===== src/rtl/acq_seq_pkg.sv =====
// Shared state codes, stage indices and helpers for the acquisition sequencer.
// err_code reports the state in which a timeout fired, so it reuses the state codes.
package acq_seq_pkg;

  localparam logic [3:0] ST_IDLE  = 4'd0;
  localparam logic [3:0] ST_CHECK = 4'd1;
  localparam logic [3:0] ST_CONF  = 4'd2;
  localparam logic [3:0] ST_PREP  = 4'd3;
  localparam logic [3:0] ST_FITX  = 4'd4;
  localparam logic [3:0] ST_FIRX  = 4'd5;
  localparam logic [3:0] ST_CONT  = 4'd6;
  localparam logic [3:0] ST_DTRX  = 4'd7;
  localparam logic [3:0] ST_LAST  = 4'd8;
  localparam logic [3:0] ST_ERR   = 4'd9;

  localparam logic [3:0] ERR_NONE = ST_IDLE;

  typedef enum logic [3:0] {
    S_IDLE  = ST_IDLE,
    S_CHECK = ST_CHECK,
    S_CONF  = ST_CONF,
    S_PREP  = ST_PREP,
    S_FITX  = ST_FITX,
    S_FIRX  = ST_FIRX,
    S_CONT  = ST_CONT,
    S_DTRX  = ST_DTRX,
    S_LAST  = ST_LAST,
    S_ERR   = ST_ERR
  } state_t;

  localparam int STG_CHECK = 0;
  localparam int STG_CONF  = 1;
  localparam int STG_READ  = 2;
  localparam int STG_FIFO  = 3;
  localparam int STG_DTRX  = 4;
  localparam int NUM_STG   = 5;

  // A zero request still reads one channel; oversize requests saturate.
  function automatic logic [7:0] clamp_cnt(input logic [7:0] req, input logic [7:0] max_ch);
    if (req == 8'd0) return 8'd1;
    if (req > max_ch) return max_ch;
    return req;
  endfunction

endpackage


===== src/rtl/acq_seq_ctrl_timeout.sv =====
// Per-state wait timer: clr marks the first cycle of a new state, hit fires
// when the cycles already spent in a counting state reach TIMEOUT.
module acq_timeout #(
  parameter int              TO_W    = 16,
  parameter logic [TO_W-1:0] TIMEOUT = '1
) (
  input  logic sys_clk,
  input  logic rst,
  input  logic clr,
  input  logic en,
  output logic hit
);

  logic [TO_W-1:0] cnt;
  logic [TO_W-1:0] cnt_eff;

  // Clearing is folded in combinationally so the first cycle of a state reads 0.
  assign cnt_eff = clr ? '0 : cnt;
  assign hit     = en && (cnt_eff == TIMEOUT);

  always_ff @(posedge sys_clk or posedge rst) begin
    if (rst) begin
      cnt <= '0;
    end else if (en && (cnt_eff != TIMEOUT)) begin
      cnt <= cnt_eff + TO_W'(1);
    end else begin
      cnt <= cnt_eff;
    end
  end

endmodule


===== src/rtl/acq_seq_ctrl.sv =====
// Acquisition sequencer: check/configure the ADC chain, read each channel,
// drain the FIFOs and hand the frame to the Ethernet transmit path.
//
// state | meaning
// IDLE  | waiting for start
// CHECK | front-end check running (fs_check)
// CONF  | front-end configuration running (fs_conf)
// PREP  | waiting for all FIFOs to have room
// FITX  | channel read into FIFO (fs_read)
// FIRX  | FIFO drain (fs_fifo)
// CONT  | advance channel or finish the frame
// DTRX  | frame transmit (fs_dtrx)
// LAST  | frame boundary: loop, next channel, or end of run
// ERR   | a wait state timed out; err_code holds the culprit
import acq_seq_pkg::*;

module acq_seq_ctrl #(
  parameter int              NUM_ADC = 4,
  parameter int              TO_W    = 16,
  parameter logic [TO_W-1:0] TIMEOUT = 16'hFFFF
) (
  input  logic        sys_clk,
  input  logic        rst,
  input  logic        start,
  input  logic        stop,
  input  logic        mode_cont,
  input  logic [7:0]  adc_cnt,
  input  logic [2:0]  fifo_full,
  output logic        fs_check,
  output logic        fs_conf,
  output logic        fs_read,
  output logic        fs_fifo,
  output logic        fs_dtrx,
  input  logic        fd_check,
  input  logic        fd_conf,
  input  logic        fd_read,
  input  logic        fd_fifo,
  input  logic        fd_dtrx,
  output logic [7:0]  adc_num,
  output logic [15:0] frame_cnt,
  output logic        busy,
  output logic        err,
  output logic [3:0]  err_code,
  output logic [3:0]  state_o
);

  localparam logic [7:0] MAX_CH = 8'(NUM_ADC);

  state_t     state;
  state_t     st_prev;
  logic       mode_q;
  logic [7:0] cnt_q;
  logic       stop_pend;
  logic       frame_done;
  logic       to_en;
  logic       to_hit;

  assign to_en = state inside {S_CHECK, S_CONF, S_PREP, S_FITX, S_FIRX, S_DTRX};

  acq_timeout #(
    .TO_W    (TO_W),
    .TIMEOUT (TIMEOUT)
  ) u_timeout (
    .sys_clk (sys_clk),
    .rst     (rst),
    .clr     (state != st_prev),
    .en      (to_en),
    .hit     (to_hit)
  );

  always_ff @(posedge sys_clk or posedge rst) begin
    if (rst) begin
      state      <= S_IDLE;
      st_prev    <= S_IDLE;
      mode_q     <= 1'b0;
      cnt_q      <= 8'd1;
      stop_pend  <= 1'b0;
      frame_done <= 1'b0;
      adc_num    <= '0;
      frame_cnt  <= '0;
      err_code   <= ERR_NONE;
    end else begin
      st_prev <= state;
      if (stop && busy) stop_pend <= 1'b1;

      // In every wait state a done strobe is tested before the timeout, so a
      // done arriving on the timeout edge still advances the sequence.
      case (state)
        S_IDLE: if (start) begin
          mode_q     <= mode_cont;
          cnt_q      <= clamp_cnt(adc_cnt, MAX_CH);
          frame_cnt  <= '0;
          adc_num    <= '0;
          stop_pend  <= 1'b0;
          frame_done <= 1'b0;
          err_code   <= ERR_NONE;
          state      <= S_CHECK;
        end
        S_CHECK: if (fd_check) state <= S_CONF;
          else if (to_hit) begin state <= S_ERR; err_code <= state; adc_num <= '0; end
        S_CONF: if (fd_conf) state <= S_PREP;
          else if (to_hit) begin state <= S_ERR; err_code <= state; adc_num <= '0; end
        S_PREP: if (fifo_full == 3'b000) state <= S_FITX;
          else if (to_hit) begin state <= S_ERR; err_code <= state; adc_num <= '0; end
        S_FITX: if (fd_read) state <= S_FIRX;
          else if (to_hit) begin state <= S_ERR; err_code <= state; adc_num <= '0; end
        S_FIRX: if (fd_fifo) state <= S_CONT;
          else if (to_hit) begin state <= S_ERR; err_code <= state; adc_num <= '0; end
        S_CONT: if (adc_num < cnt_q - 8'd1) begin
          adc_num <= adc_num + 8'd1;
          state   <= S_LAST;
        end else begin
          state <= S_DTRX;
        end
        S_DTRX: if (fd_dtrx) begin
          adc_num    <= '0;
          frame_cnt  <= frame_cnt + 16'd1;
          frame_done <= 1'b1;
          state      <= S_LAST;
        end else if (to_hit) begin
          state <= S_ERR; err_code <= state; adc_num <= '0;
        end
        S_LAST: begin
          frame_done <= 1'b0;
          if (frame_done && (!mode_q || stop_pend)) state <= S_IDLE;
          else state <= S_PREP;
        end
        S_ERR: if (start) state <= S_IDLE;
        default: state <= S_IDLE;
      endcase
    end
  end

  assign fs_check = (state == S_CHECK);
  assign fs_conf  = (state == S_CONF);
  assign fs_read  = (state == S_FITX);
  assign fs_fifo  = (state == S_FIRX);
  assign fs_dtrx  = (state == S_DTRX);
  assign busy     = (state != S_IDLE) && (state != S_ERR);
  assign err      = (state == S_ERR);
  assign state_o  = state;

endmodule


===== config.mk =====
export PLATFORM = sky130hd
export DESIGN_NAME = acq_seq_ctrl
export DESIGN_NICKNAME = d
export VERILOG_FILES = /design/src/rtl/acq_seq_pkg.sv /design/src/rtl/acq_seq_ctrl_timeout.sv /design/src/rtl/acq_seq_ctrl.sv
export SDC_FILE = /design/constraint.sdc
export NUM_CORES = 1
export LEC_CHECK = 0
export BUFFER_PORTS_ARGS = -buffer_cell sky130_fd_sc_hd__buf_2
export CAP_MARGIN = 20
export CORE_ASPECT_RATIO = 1.1
export CORE_MARGIN = 4
export CORE_UTILIZATION = 55
export CTS_CLUSTER_SIZE = 20
export DETAILED_ROUTE_END_ITERATION = 10
export GPL_ROUTABILITY_DRIVEN = 0
export HOLD_SLACK_MARGIN = 0.1
export PLACE_DENSITY = 0.86
export SLEW_MARGIN = 20
export SYNTH_ARGS = -nofsm -noshare
export SYNTH_HDL_FRONTEND = slang
export SYNTH_HIERARCHICAL = 1
export SYNTH_SLANG_ARGS = --single-unit

===== constraint.sdc =====
create_clock -name sys_clk -period 3.8 [get_ports sys_clk]
set_clock_uncertainty 0.15 [all_clocks]
set_input_delay 0.19 -clock sys_clk [delete_from_list [all_inputs] [get_ports sys_clk]]
set_output_delay 0.19 -clock sys_clk [all_outputs]
set_load 0.005 [all_outputs]

# Yosys cells after proc, flatten, opt, wreduce, memory -nomap -nowiden
# Cells that the tools add are included.
dict set report word_totals {
  regBits 63
  in_bits 21
  output_inout_bits 39
  wordCells 113
}
dict set report op_classes {
  add_sub_neg 4
  magnitude_cmp 2
  eq_ne 23
  muxes 52
  reduce_logical 22
}
# cell count
set ops {}
lappend ops {{$mux W8} 13}
lappend ops {{$mux W4} 17}
lappend ops {{$mux W16} 4}
lappend ops {{$pmux W8 S8} 1}
lappend ops {{$pmux W4 S10} 1}
lappend ops {{$add A16 B1 Y16 const B} 2}
lappend ops {{$pmux W16 S2} 1}
lappend ops {{$pmux W4 S7} 1}
lappend ops {{$ne A2 B2 Y1 const B} 9}
lappend ops {{$eq A16 B16 Y1 const B} 1}
lappend ops {{$eq A4 B3 Y1 const B} 4}
lappend ops {{$ne A16 B16 Y1 const B} 1}
lappend ops {{$reduce_and A8 Y1} 2}
lappend ops {{$mux W1} 12}
lappend ops {{$add A8 B1 Y8 const B} 1}
lappend ops {{$eq A4 B2 Y1 const B} 2}
lappend ops {{$eq A4 B4 Y1 const B} 2}
lappend ops {{$gt A8 B3 Y1 const B} 1}
lappend ops {{$logic_not A8 Y1} 1}
lappend ops {{$lt A8 B8 Y1} 1}
lappend ops {{$reduce_bool A8 Y1} 1}
lappend ops {{$sub A8 B1 Y8 const B} 1}
lappend ops {{$reduce_bool A7 Y1} 1}
lappend ops {{$reduce_and A3 Y1} 2}
lappend ops {{16 further kinds} 21}

# Longest topological paths before layout
dict set report logic_depth {
  ltp_word 9
  mapped_depth 13
  ltp_nobuf 11
}

# Cells and area by module
# The synthesis kept the hierarchy.
# mod instances cells_per_inst area_per_inst_um2 seq_area_each_um2
set modules_own_cells {}
lappend modules_own_cells {acq_seq_ctrl 1 318 2970.3 1177.4}
lappend modules_own_cells {acq_timeout 1 95 879.6 400.4}

# Worst setup path after synthesis
# OpenSTA, ideal clock, no wires.
dict set report synth_timing {
  path_type {register -> register}
  startpoint {register state[2] (netlist: state_o[2])}
  endpoint {register adc_num[2]}
  setup_time_ns 0.119
  arrival_time_ns 3.194
  required_ns 3.531
  slack_ns 0.338
  path_stages_with_launch 14
  path_buffers 3
  period_less_slack_ns 3.462
  cell_sequence {dfrtp_1 -> buf_6 -> clkbuf_8 -> buf_2 -> xnor2_1 -> nand4_1 -> and4b_1 -> nand4_1 -> nor3_1 -> a31o_2 -> a21oi_1 -> or4_4 -> a21o_1 -> o21ba_1}
}
dict set report synth_via {
  elab_chain_cells 7
  word_cells_on_any_way 30
  cone_classes {eq/ne: 16; mux: 9; reduce/logical: 5}
}
# item line_no
set synth_lines {}
lappend synth_lines {{start: declaration} acq_seq_ctrl.sv:49} ;# state_t state;
lappend synth_lines {{start signal: assignment} acq_seq_ctrl.sv:73} ;# state <= S_IDLE;
lappend synth_lines {{start signal: assignment} acq_seq_ctrl.sv:97} ;# state <= S_CHECK;
lappend synth_lines {{start signal: assignment} acq_seq_ctrl.sv:99} ;# S_CHECK: if (fd_check) state <= S_CONF;
lappend synth_lines {{$ne A4 B4 Y1} acq_seq_ctrl.sv:66} ;# .clr (state != st_prev),
lappend synth_lines {{$mux W16} acq_seq_ctrl_timeout.sv:18} ;# assign cnt_eff = clr ? '0 : cnt;
lappend synth_lines {{$eq A16 B16 Y1} acq_seq_ctrl_timeout.sv:19} ;# assign hit = en && (cnt_eff == TIMEOUT);
lappend synth_lines {{$logic_and A1 B1 Y1 (*)} acq_seq_ctrl_timeout.sv:19}
lappend synth_lines {{named net to_hit} acq_seq_ctrl.sv:56} ;# logic to_hit;
lappend synth_lines {{$mux W8 (*)} -}
lappend synth_lines {{$mux W8 (tied with other cells)} -}
lappend synth_lines {{$pmux W8 S8 (*)} acq_seq_ctrl.sv:88} ;# case (state)
lappend synth_lines {{end signal: assignment} acq_seq_ctrl.sv:110} ;# adc_num <= adc_num + 8'd1;
lappend synth_lines {{end: declaration} acq_seq_ctrl.sv:39} ;# output logic [7:0] adc_num,
# The timed path passes the listed nets; every way through them passes the cells marked *. The select of a mux whose other input is x is not followed.
# A chain may end at the register's enable or synchronous reset.

# Final worst setup path
dict set report layout_timing {
  startpoint {register cnt_q[2]}
  endpoint {register state[2] (netlist: state_o[2])}
}
dict set report layout_via {
  elab_chain_cells 4
}
# item line_no
set layout_lines {}
lappend layout_lines {{start: declaration} acq_seq_ctrl.sv:52} ;# logic [7:0] cnt_q;
lappend layout_lines {{start signal: assignment} acq_seq_ctrl.sv:91} ;# cnt_q <= clamp_cnt(adc_cnt, MAX_CH);
lappend layout_lines {{$sub A8 B1 Y8} acq_seq_ctrl.sv:109} ;# S_CONT: if (adc_num < cnt_q - 8'd1) begin
lappend layout_lines {{$lt A8 B8 Y1} acq_seq_ctrl.sv:109}
lappend layout_lines {{$mux W4} acq_seq_ctrl.sv:109}
lappend layout_lines {{$pmux W4 S10} acq_seq_ctrl.sv:88}
lappend layout_lines {{end signal: assignment} acq_seq_ctrl.sv:108} ;# else if (to_hit) begin state <= S_ERR; err_code <= state; adc_num <= '0; end
lappend layout_lines {{end signal: assignment} acq_seq_ctrl.sv:111} ;# state <= S_LAST;
lappend layout_lines {{end signal: assignment} acq_seq_ctrl.sv:113} ;# state <= S_DTRX;
# No other way between the ends.

==> impl_metrics.yaml <==
logic_synthesis:
  seq_area_frac_synth_pct: 41.0
  yosys.area_share.adder_pct: 3.51
  ys_seq_elements: 63
  muxShareOfSynthArea_pct: 2.24
  synth-xor-area-share_pct: 6.14
  async_reset_ff_share_pct: 100
  synth_edf_count: 0
  yosys_warnings: 6
  synth.avg_cell_area_um2: 9.32
  synthFlopType: "dfrtp_1"
  netlist_instances: 413
  synth_top_family_by_area: "simple AND/OR/NAND/NOR gates"
  synth_area_um2: 3850
  syn_nets: 444
  synth.distinct_cells: 71
  synth_compound_area_share_pct: 15.3
  yosys.area_share.simple_pct: 26.8
routing:
  drcViolationCount: 0
  via_per_inst: 6.07
  vias: 3471
  dr.first_iter.drc_count: 241
  ant_nets: 0
  dr.pass1.iters: 5
  avgRoutedWirePerCell_um: 16.0
  wirelength_um: 9130
placed_design:
  port_buffers: 59
  numPlacedInstances: 543
  post-dp-hpwl_um: 6540
worst_setup_path:
  path_cells: "nor2_1, nand3_1, nor4_1, xnor2_1, ha_1, a21oi_1, o21a_1, nand2_1, a22oi_1, o211ai_1, dlygate4sd3_1"
  path_max_fanout: 8
  slowest_stage: "dlygate4sd3_1"
  cp.arrival_ns: 3.35
  critPathLaunchType: "flop"
  cpPeakStageDelay_ns: 0.57
  path_class: "flop to flop"
  endpoint_kind: "flop"
  critPathRequiredTime_ns: 3.86
sta:
  max_freq_mhz: 304
  setup_tns_ns: 0
  hold_slack_ns: 0.155
  timing.final.crit_share_pct: 86.5
  fin_crit_ns: 3.29
  rsz0062_at_grt: "false"
  slew_viol_final: 0
  setup_viol: 0
  hold_violations: 0
  worst_pin_slew_ns: 0.950
  maxSlewHeadroom_pct: 36.6
global_routing:
  grt_use_met3_pct: 5.82
  grt_start_max_net_pins: 48
  antenna_found_initial: 0
  grt_use_met1_pct: 26.8
  overflow: 0
  first_global_vias: 3403
  grt_use_total_pct: 22.9
  grt_util_met2_pct: 39.9
  grt_pass1_wl_um: 15200
  grt.busiest_layer: "met2"
finish:
  fin_cells: 572
  num-fill-cells: 508
  nets: 516
  areaGrowthSynthToFinish_pct: 16.2
  diodes: 0
  drive_gt1_share_pct: 22.0
cts:
  cts_tree: "done"
  cts_buffers: 9
  clock_sinks: 63
  clkSlewWorstSetupHoldPaths_ns: 0.07
  htree_num_levels: 3
  post-cts-setup-buffers: 0
  cts_max_path_buffers: 2
  clk_latency_ns: 0.33
  root_buffer: "clkbuf_8"
power:
  p_int_mw: 1.44
  power.density_nw_per_um2: 532
  p_switching_mw: 0.944
  p_clk_share_pct: 21.9
  seq_power_share_pct: 34.2
  vdd_ir_drop_max_uv: 509
  p_leak_nw: 2.02
  sw_frac_of_total_pct: 39.6
  comb_power_share_pct: 43.9
floorplan:
  chipWidth_um: 87.8
  rows: 31
  pin_count: 60
  die-area_um2: 8400
  fp.coreArea_um2: 6710
  start_util_pct: 57.4
  die_y_um: 95.8
flow_run:
  max-cap-violations: 0
worst_hold_path:
  hold_path.class: "input port to flop"
outcome:
  outcome: "finished, final reports clean"
[flip-flops by register name, indices dropped and copies added, names as in the netlist]
register,cells
stop_pend,1
u_timeout/cnt,16
mode_q,1
st_prev,4
frame_done,1
frame_cnt,16
cnt_q,8
adc_num,8
state_o,4
err_code,4
[power by group through the flow]
stage / Sequential, mW / Combinational (mW) / Clock [mW]
2_1_floorplan: 0.821 / 0.794 / 0
3_3_place_gp: 0.822 / 0.988 / 0
3_5_place_dp: 0.828 / 1.02 / 0
4_1_cts: 0.816 / 1.04 / 0.535
5_1_grt: 0.827 / 1.15 / 0.574
6_report: 0.815 / 1.05 / 0.522
[worst max-delay path, delay by kind of cell (launching register included)]
kind / cells / cell delay, ns
AO/OA/AOI/OAI: 4 / 0.80
AND/OR/NAND/NOR: 4 / 0.77
buffers and inverters: 1 / 0.57
flip-flops: 1 / 0.42
adder cells (fa/ha/maj): 1 / 0.28
XOR/XNOR: 1 / 0.18
[per-layer routing]
metal	wire length [um]	part of all wire, %	vias up
met3	569	6.2	19
met5	0	0	-
met2	4750	52	139
met4	144	1.6	0
met1	3670	40	1672
li1	-	-	1641
[cell usage in the layout, fill, tap and decap left out, drive strengths merged, types with 7 or more instances in the layout]
master        n
buf          66
inv          17
nor2         39
a31oi         7
xnor2        25
clkbuf       13
nand4         9
a21oi        23
dfrtp        62
o21ai        21
nor4          9
ha           10
dlygate4sd3  13
nand3        18
nand2        33
nor3         20
and2          7
[final timing paths]
path,startpoint,end,slack (ns),cells past startpoint
min reg2reg,err_code[3],err_code[3],0.35,1
max in group asynchronous,rst,err_code[3],2.42,3
min in group asynchronous,rst,u_timeout/cnt[3],0.33,3
max,cnt_q[2],state_o[2],0.51,11
max reg2reg,cnt_q[2],state_o[2],0.51,11
min,fd_check,state_o[1],0.15,3
[cells by family after synthesis]
family	after synthesis
XOR/XNOR	27
multiplexers	8
flip-flops	63
buffers and inverters	35
adder cells (fa/ha/maj)	11
AO/OA/AOI/OAI	87
AND/OR/NAND/NOR	182
[cell usage after synthesis, types with 4 or more instances]
cell / number / area, um^2
o211ai_1: 6 / 45.0
nand2_1: 33 / 124
inv_1: 17 / 63.8
nor3b_1: 4 / 30.0
nor2b_1: 4 / 25.0
buf_6: 5 / 56.3
and2_1: 7 / 43.8
nor3_1: 20 / 100
o21ai_0: 19 / 95.1
nand3_1: 17 / 85.1
dfrtp_1: 62 / 1550
a31oi_1: 7 / 43.8
nor4_1: 8 / 50.1
a21oi_1: 23 / 115
mux2_2: 5 / 56.3
xnor2_1: 25 / 219
buf_2: 6 / 30.0
or3_1: 5 / 31.3
nor2_1: 38 / 143
nand4_1: 8 / 50.1
ha_1: 10 / 125
nand2b_1: 6 / 37.5
[area by class of cell]
type / instances / area [um^2] / share of cell area, %
Clock buffer: 13 / 159 / 3.55
Clock inverter: 3 / 17.5 / 0.391
Inverter: 17 / 63.8 / 1.43
Multi-Input combinational cell: 315 / 2080 / 46.4
Sequential cell: 63 / 1580 / 35.3
Tap cell: 82 / 103 / 2.29
Timing Repair Buffer: 79 / 478 / 10.7
[stage by stage]
| step | utilization [%] | power (mW) | area, um^2 | setup slack [ns] |
|---|---|---|---|---|
| after floorplan | - | 1.61 | 3850 | 0.338 |
| after global placement | 62.1 | 1.81 | 4170 | 0.690 |
| after detailed placement | 62.1 | 1.85 | 4170 | 0.542 |
| after CTS | 66.7 | 2.39 | 4480 | 0.545 |
| after global routing | 66.7 | 2.55 | 4480 | 0.257 |
| final | 66.7 | 2.38 | 4480 | 0.512 |
[what timing repair did]
| action | CTS | global route |
|---|---|---|
| endpoints found under the hold margin | 70 | 0 |
| gates resized for setup | 0 | 0 |
| hold buffers | 13 | 0 |
No activity file was read; power rests on OpenSTA's default activity.
